--- src/rtl/uart_tx_framer_pkg.sv ---
// Shared UART framing constants, FSM state codes and the parity helper
// used by the transmit framer and its FIFO.
package uart_tx_framer_pkg;

  localparam int   DATA_BITS = 8;
  localparam logic START_BIT = 1'b0;
  localparam logic STOP_BIT  = 1'b1;

  localparam logic [2:0] S_IDLE   = 3'd0;
  localparam logic [2:0] S_START  = 3'd1;
  localparam logic [2:0] S_DATA   = 3'd2;
  localparam logic [2:0] S_PARITY = 3'd3;
  localparam logic [2:0] S_STOP   = 3'd4;

  typedef logic [DATA_BITS-1:0] tx_byte_t;

  function automatic logic parity_bit(input tx_byte_t b, input logic odd);
    return (^b) ^ odd;
  endfunction

endpackage

--- src/rtl/uart_tx_framer_if.sv ---
// Byte-side valid/ready handshake into the UART transmit framer.
interface uart_tx_framer_if;
  import uart_tx_framer_pkg::*;

  tx_byte_t i_tx_data;
  logic     i_tx_data_valid;
  logic     o_tx_ready;

  modport master (output i_tx_data, output i_tx_data_valid, input o_tx_ready);
  modport slave  (input i_tx_data, input i_tx_data_valid, output o_tx_ready);

endinterface

--- src/rtl/uart_tx_framer_fifo.sv ---
// Synchronous byte FIFO with show-ahead read data; pointers wrap modulo FIFO_DEPTH.
module uart_tx_framer_fifo
  import uart_tx_framer_pkg::*;
#(
  parameter int FIFO_DEPTH = 4
) (
  input  logic     clk_i,
  input  logic     rst_i,
  input  logic     push_i,
  input  tx_byte_t wdata_i,
  input  logic     pop_i,
  output tx_byte_t rdata_o,
  output logic     full_o,
  output logic     empty_o
);

  localparam int PTR_W = $clog2(FIFO_DEPTH);
  localparam int CNT_W = $clog2(FIFO_DEPTH + 1);

  tx_byte_t         mem_q [FIFO_DEPTH];
  logic [PTR_W-1:0] wptr_q, wptr_d;
  logic [PTR_W-1:0] rptr_q, rptr_d;
  logic [CNT_W-1:0] count_q, count_d;
  logic             do_push, do_pop;

  assign full_o  = (count_q == CNT_W'(FIFO_DEPTH));
  assign empty_o = (count_q == '0);
  assign do_push = push_i & ~full_o;
  assign do_pop  = pop_i & ~empty_o;
  assign rdata_o = mem_q[rptr_q];

  always_comb begin
    wptr_d  = wptr_q;
    rptr_d  = rptr_q;
    count_d = count_q;
    if (do_push) wptr_d = wptr_q + 1'b1;
    if (do_pop)  rptr_d = rptr_q + 1'b1;
    if (do_push && !do_pop) count_d = count_q + 1'b1;
    if (!do_push && do_pop) count_d = count_q - 1'b1;
  end

  always_ff @(posedge clk_i) begin
    if (rst_i) begin
      wptr_q  <= '0;
      rptr_q  <= '0;
      count_q <= '0;
    end else begin
      wptr_q  <= wptr_d;
      rptr_q  <= rptr_d;
      count_q <= count_d;
    end
  end

  always_ff @(posedge clk_i) begin
    if (do_push) mem_q[wptr_q] <= wdata_i;
  end

endmodule

--- src/rtl/uart_tx_framer.sv ---
// UART transmitter: queues bytes and serialises start, 8 data bits LSB-first,
// optional parity and 1-2 stop bits, with back-to-back frames when data is waiting.
module uart_tx_framer
  import uart_tx_framer_pkg::*;
#(
  parameter int CLKS_PER_BIT = 1,
  parameter int PARITY_EN    = 1,
  parameter int PARITY_ODD   = 0,
  parameter int STOP_BITS    = 1,
  parameter int FIFO_DEPTH   = 4
) (
  input  logic               i_tx_clk,
  input  logic               i_tx_rst,
  uart_tx_framer_if.slave    tx_bus,
  output logic               o_tx_rx_data,
  output logic               o_tx_busy,
  output logic               o_tx_done
);

  localparam int               BAUD_W    = $clog2(CLKS_PER_BIT + 1);
  localparam logic [BAUD_W-1:0] BAUD_LAST = BAUD_W'(CLKS_PER_BIT - 1);
  localparam logic [2:0]        DATA_LAST = 3'(DATA_BITS - 1);
  localparam logic [2:0]        STOP_LAST = 3'(STOP_BITS - 1);
  localparam logic              ODD       = (PARITY_ODD != 0);

  logic [2:0]        state_q, state_d;
  logic [BAUD_W-1:0] baud_q, baud_d;
  logic [2:0]        bit_q, bit_d;
  tx_byte_t          shift_q, shift_d;
  logic              par_q, par_d;
  logic              line_q, line_d;
  logic              busy_q, busy_d;
  logic              done_q, done_d;

  logic     fifo_pop, fifo_full, fifo_empty, baud_end;
  tx_byte_t fifo_rdata;

  uart_tx_framer_fifo #(.FIFO_DEPTH(FIFO_DEPTH)) u_fifo (
    .clk_i   (i_tx_clk),
    .rst_i   (i_tx_rst),
    .push_i  (tx_bus.i_tx_data_valid),
    .wdata_i (tx_bus.i_tx_data),
    .pop_i   (fifo_pop),
    .rdata_o (fifo_rdata),
    .full_o  (fifo_full),
    .empty_o (fifo_empty)
  );

  assign tx_bus.o_tx_ready = ~fifo_full;
  assign baud_end          = (baud_q == BAUD_LAST);

  always_comb begin
    state_d  = state_q;
    baud_d   = baud_q;
    bit_d    = bit_q;
    shift_d  = shift_q;
    par_d    = par_q;
    line_d   = line_q;
    fifo_pop = 1'b0;
    if (state_q != S_IDLE) baud_d = baud_end ? '0 : baud_q + 1'b1;
    case (state_q)
      S_IDLE: begin
        line_d = STOP_BIT;
        baud_d = '0;
        bit_d  = '0;
        if (!fifo_empty) begin
          fifo_pop = 1'b1;
          shift_d  = fifo_rdata;
          par_d    = parity_bit(fifo_rdata, ODD);
          line_d   = START_BIT;
          state_d  = S_START;
        end
      end
      S_START: if (baud_end) begin
        state_d = S_DATA;
        bit_d   = '0;
        line_d  = shift_q[0];
      end
      S_DATA: if (baud_end) begin
        if (bit_q == DATA_LAST) begin
          bit_d = '0;
          if (PARITY_EN != 0) begin
            state_d = S_PARITY;
            line_d  = par_q;
          end else begin
            state_d = S_STOP;
            line_d  = STOP_BIT;
          end
        end else begin
          bit_d   = bit_q + 3'd1;
          shift_d = shift_q >> 1;
          line_d  = shift_q[1];
        end
      end
      S_PARITY: if (baud_end) begin
        state_d = S_STOP;
        bit_d   = '0;
        line_d  = STOP_BIT;
      end
      S_STOP: if (baud_end) begin
        if (bit_q != STOP_LAST) begin
          bit_d = bit_q + 3'd1;
        end else if (!fifo_empty) begin
          // Chain straight into the next frame so the line never idles between bytes.
          fifo_pop = 1'b1;
          shift_d  = fifo_rdata;
          par_d    = parity_bit(fifo_rdata, ODD);
          bit_d    = '0;
          line_d   = START_BIT;
          state_d  = S_START;
        end else begin
          state_d = S_IDLE;
          line_d  = STOP_BIT;
        end
      end
      default: begin
        state_d = S_IDLE;
        line_d  = STOP_BIT;
      end
    endcase
  end

  // done is registered from next-state so it lands in the final stop-bit cycle.
  assign done_d = (state_d == S_STOP) && (baud_d == BAUD_LAST) && (bit_d == STOP_LAST);
  assign busy_d = (state_d != S_IDLE);

  always_ff @(posedge i_tx_clk) begin
    if (i_tx_rst) begin
      state_q <= S_IDLE;
      baud_q  <= '0;
      bit_q   <= '0;
      line_q  <= STOP_BIT;
      busy_q  <= 1'b0;
      done_q  <= 1'b0;
    end else begin
      state_q <= state_d;
      baud_q  <= baud_d;
      bit_q   <= bit_d;
      line_q  <= line_d;
      busy_q  <= busy_d;
      done_q  <= done_d;
    end
  end

  always_ff @(posedge i_tx_clk) begin
    shift_q <= shift_d;
    par_q   <= par_d;
  end

  assign o_tx_rx_data = line_q;
  assign o_tx_busy    = busy_q;
  assign o_tx_done    = done_q;

endmodule

--- src/flat_wrapper.sv ---
// flat-port wrapper written by rule: the top's interface ports become plain ports
module uart_tx_framer_flat import uart_tx_framer_pkg::*;
#(
  parameter int CLKS_PER_BIT = 1,
  parameter int PARITY_EN    = 1,
  parameter int PARITY_ODD   = 0,
  parameter int STOP_BITS    = 1,
  parameter int FIFO_DEPTH   = 4
)
  (i_tx_clk, i_tx_rst, o_tx_rx_data, o_tx_busy, o_tx_done, tx_bus_i_tx_data, tx_bus_i_tx_data_valid, tx_bus_o_tx_ready);
  uart_tx_framer_if tx_bus_i ();
  input  logic i_tx_clk;
  input  logic i_tx_rst;
  output logic o_tx_rx_data;
  output logic o_tx_busy;
  output logic o_tx_done;
  input wire logic [$bits(tx_bus_i.i_tx_data)-1:0] tx_bus_i_tx_data;
  input wire logic [$bits(tx_bus_i.i_tx_data_valid)-1:0] tx_bus_i_tx_data_valid;
  output wire logic [$bits(tx_bus_i.o_tx_ready)-1:0] tx_bus_o_tx_ready;
  assign tx_bus_i.i_tx_data = tx_bus_i_tx_data;
  assign tx_bus_i.i_tx_data_valid = tx_bus_i_tx_data_valid;
  assign tx_bus_o_tx_ready = tx_bus_i.o_tx_ready;
  uart_tx_framer #(.CLKS_PER_BIT(CLKS_PER_BIT), .PARITY_EN(PARITY_EN), .PARITY_ODD(PARITY_ODD), .STOP_BITS(STOP_BITS), .FIFO_DEPTH(FIFO_DEPTH)) u_core (.i_tx_clk(i_tx_clk), .i_tx_rst(i_tx_rst), .tx_bus(tx_bus_i), .o_tx_rx_data(o_tx_rx_data), .o_tx_busy(o_tx_busy), .o_tx_done(o_tx_done));
endmodule
--- config.mk ---
export PLATFORM = sky130hd
export DESIGN_NAME = uart_tx_framer_flat
export DESIGN_NICKNAME = d
export VERILOG_FILES = /design/src/rtl/uart_tx_framer_pkg.sv /design/src/rtl/uart_tx_framer_if.sv /design/src/rtl/uart_tx_framer_fifo.sv /design/src/rtl/uart_tx_framer.sv /design/src/flat_wrapper.sv
export SDC_FILE = /design/constraint.sdc
export NUM_CORES = 1
export LEC_CHECK = 0
export CAP_MARGIN = 20
export CORE_ASPECT_RATIO = 1.2
export CORE_UTILIZATION = 41
export DETAILED_ROUTE_END_ITERATION = 10
export GPL_TIMING_DRIVEN = 0
export PLACE_DENSITY = 0.62
export SYNTH_ARGS = -nofsm -noshare
export SYNTH_HDL_FRONTEND = slang
export SYNTH_SLANG_ARGS = --single-unit
--- constraint.sdc ---
create_clock -name i_tx_clk -period 3.3 [get_ports i_tx_clk]
set_clock_uncertainty 0.1 [all_clocks]
set_input_delay 0.33 -clock i_tx_clk [delete_from_list [all_inputs] [get_ports i_tx_clk]]
set_output_delay 0.33 -clock i_tx_clk [all_outputs]
set_load 0.03 [all_outputs]
==> summary.md <==
| Metric | Value |
|---|---|
| Clock power share | `~25%` |
| Top cell type's share of synthesized area | `45.2%` |
| Largest net degree at the start of global routing | `12` |
| Unique masters post-synth | `47` |
| Vias in the first global route | `1608` |
| Num CTS Buffers | `9` |
| Worst skew pair latency | `0.34 ns` |
| Unrepaired setup endpoints after global routing | `no` |
| Period utilization | `86.9%` |
| Max-slew violation count | `0` |
| Critical path startpoint category | `register` |
| Residual DRC count | `0` |
| Sequential cell area | `1610 sq um` |
| Area added between synthesis and finish | `15.8%` |
| Hold Fails Final Rpt | `0` |
| First-pass GRT wire length | `between 7000 and 8000 um` |
| Hold Path Depth | `2` |
| Multi-input logic area | `1030 sq um` |
| WL met1 | `roughly 2000 um` |
| Diode count | `0` |
| Post_cts resized | `0` |
| Fmax | `0.349 GHz` |
| Gr usage total | `15.0%` |
| Worst flop-to-flop path startpoint | `u_core.bit_q[0]` |
| Ports | `15` |
| Gr ovfl total | `0` |
| Psw | `0.832 mW` |
| Site Rows | `32` |
| Vias | `1651` |
| Critical Path Start | `u_core.bit_q[0]` |
| Status | `finished clean` |
| Final worst path period need | `2.87 ns` |
| Final #Nets | `253` |
| Leak | `1.12 nW` |
| Synthesized Nets | `approximately 230` |
| Global placer's final weighted congestion | `around 0.85` |
| Top layer in use | `met4` |
| Crit path max fanout | `6` |
| Die Wd | `76.4 um` |
| Slew HR | `43.5%` |
| CORE AREA | `6410 sq um` |
| Antenna viol nets, final | `0` |
| CP arrival | `3.04 ns` |
| Setup Fix Bufs, Post-CTS | `0` |
| Gate power share | `~34%` |
| FF-to-FF End | `u_core.u_fifo.count_q[2]` |
| Slew @ Worst Pin | `0.840 ns` |
| EDFF count, synth | `41` |
| Worst-case reg-to-reg path depth | `10` |
| Crit. End Element | `register` |
| CP Class | `register to register` |
| Sw Share | `a little under a third` |
| Syn Inst Count | `209` |
| Fin util | `49.2%` |
| Commonest non-fill, non-tap cells in the layout | `edfxtp_1 (41), nor2_1 (19), dfxtp_1 (19), clkdlybuf4s50_1 (13), a21oi_1 (11)` |
| Avg Vias per Cell | `5.11` |
| Seq pwr share | `41.8%` |
| Initial antenna violation count | `0` |
| Drt pass-1 iters | `4` |
| Commonest non-fill, non-tap cell in the layout | `edfxtp_1` |
| Primary FF master, synth | `edfxtp_1` |
| CTS tree | `done` |
| Ranking of synthesized cells by area | `edfxtp_1 (45%), dfxtp_1 (14%), mux4_2 (6.6%)` |
| Final setup viols | `0` |
| Port Buf Inserts | `13` |
| Final WL | `4650 um` |
| # clock sinks | `60` |
| Iter 0 DRT Violations | `roughly 110` |
| Max_cap viols | `0` |
| Pint | `between 1.5 and 2 mW` |
| Post-DP HPWL | `3210 um` |
| Register area share after synthesis | `approximately three fifths` |
| Synth warn | `0` |
| Fraction of registers with async set/reset | `0%` |
| Setup tns final | `0 ns` |
| Yosys reg bits | `60` |
| Mapped Area | `~2700 sq um` |
| Layout cells sized above 1 | `roughly 14%` |
| Met3 wire length | `172 um` |
| Worst hold path class | `primary input to register` |
| WL/cell | `approximately 14 um` |
| Dominant cell type by area after synthesis | `edfxtp_1` |
| R2R Setup Slk | `0.43 ns` |
| H-tree levels | `3` |
| Die Y | `slightly above 90 um` |
| Clock transition at path regs | `0.07 ns` |
| Worst IR Drop VDD | `0.000384 V` |
| DR WL met2 | `2380 um` |
| Starting Density | `a little over two fifths` |
| CTS root buf | `clkbuf_8` |
| Worst setup endpoint | `u_core.u_fifo.count_q[2]` |
| Clk buf depth | `2` |
| Filler instances | `598` |
| CTS Hold Buffers Added | `0` |
| Synthesized area per cell | `13.0 sq um` |
| P per Cell Area | `between 800 and 900 nW/um^2` |
| DIE AREA | `6970 sq um` |
| Critical Path RT | `3.47 ns` |
## registers in the layout (all words and copies together), names as in the netlist, named ones only
| signal | flops |
|---|---|
| u_core.u_fifo.mem_q | 32 |
| u_core.shift_q | 8 |
| u_core.bit_q | 3 |
| u_core.state_q | 3 |
| u_core.u_fifo.count_q | 3 |
| u_core.u_fifo.rptr_q | 2 |
| u_core.u_fifo.wptr_q | 2 |
| u_core.baud_q | 1 |
| u_core.o_tx_busy | 1 |
| u_core.o_tx_done | 1 |
| u_core.o_tx_rx_data | 1 |
| u_core.par_q | 1 |
## Yosys cell counts (3+ instances only)
master / number
edfxtp_1: 41
dfxtp_1: 19
nor2_1: 19
a21oi_1: 11
inv_1: 10
ha_1: 8
mux4_2: 8
a22o_1: 7
clkbuf_1: 7
xnor2_1: 7
and3_1: 6
nand2_1: 6
nand3_1: 6
o21ai_0: 6
nor3_1: 5
a211oi_1: 3
nand2b_1: 3
xor2_1: 3
## area by class of cell
cell class / count / share of cell area (%)
Inverter: 10 / 1.19
Timing Repair Buffer: 13 / 4.13
Multi-Input combinational cell: 129 / 32.6
Buffer: 10 / 1.51
Tap cell: 85 / 3.37
Clock inverter: 6 / 2.06
Sequential cell: 60 / 51.1
Clock buffer: 10 / 4.05
## how the worst min path moves through the flow
| stage | startpoint | endpoint | slack [ns] |
|---|---|---|---|
| global route | i_tx_rst | u_core.u_fifo.count_q[2] | 0.30 |
| finish | i_tx_rst | u_core.bit_q[1] | 0.28 |
| CTS | i_tx_rst | u_core.bit_q[1] | 0.26 |
| global placement | u_core.o_tx_rx_data | u_core.o_tx_rx_data | 0.40 |
| detailed placement | u_core.u_fifo.wptr_q[1] | u_core.u_fifo.wptr_q[1] | 0.40 |
| floorplan | tx_bus_i_tx_data[0] | u_core.u_fifo.mem_q[0][0] | 0.33 |
## logic make-up (layout without fill, tap and decap cells)
| kind of cell | count (synthesis) | count (layout) | share of synthesized area, % |
|---|---|---|---|
| adders and majority gates | 9 | 9 | 4.41 |
| and+or+nand+nor | 59 | 59 | 11.5 |
| buffers and inverters | 20 | 49 | 3.12 |
| other | 1 | 1 | 0.138 |
| AOI/OAI and AO/OA | 40 | 40 | 10.7 |
| muxes | 8 | 8 | 6.61 |
| xor gates and xnor gates | 12 | 12 | 4.41 |
| DFF | 60 | 60 | 59.2 |
## through the flow
stage	instance area (sq um)	hold WS, ns	cells	power (mW)	worst slack (ns)
final	3150	0.283	323	2.60	0.431
after detailed placement	2960	0.404	307	1.99	0.426
after floorplan	2720	0.329	209	1.79	0.638
after global placement	2960	0.396	307	1.98	0.447
after CTS	3150	0.260	323	2.63	0.414
after global routing	3150	0.296	323	2.76	0.270
## routing by layer
layer / global-route usage, % / up-vias
met5: 0 / -
met4: 9.13 / 0
met3: 3.52 / 11
met2: 25.0 / 35
met1: 17.3 / 781
li1: - / 824
## power by group through the flow
stage               Combinational (mW)  Clock [mW]  Sequential [mW]
finish                           0.873       0.639             1.09
global route                     0.957       0.695             1.11
CTS                              0.887       0.656             1.09
detailed placement               0.880           0             1.11
global placement                 0.876           0             1.10
floorplan                        0.692           0             1.10
## worst max-delay path, cell delays in order (launching register included)
cell and delay (ns):
dfxtp_1 0.35, inv_1 0.09, ha_1 0.17, or3b_4 0.43, a211oi_4 0.39, ha_1 0.25
inv_1 0.06, fa_1 0.37, xor2_1 0.15, or3_1 0.30, a21oi_1 0.15
No activity file was read; power rests on OpenSTA's default activity.
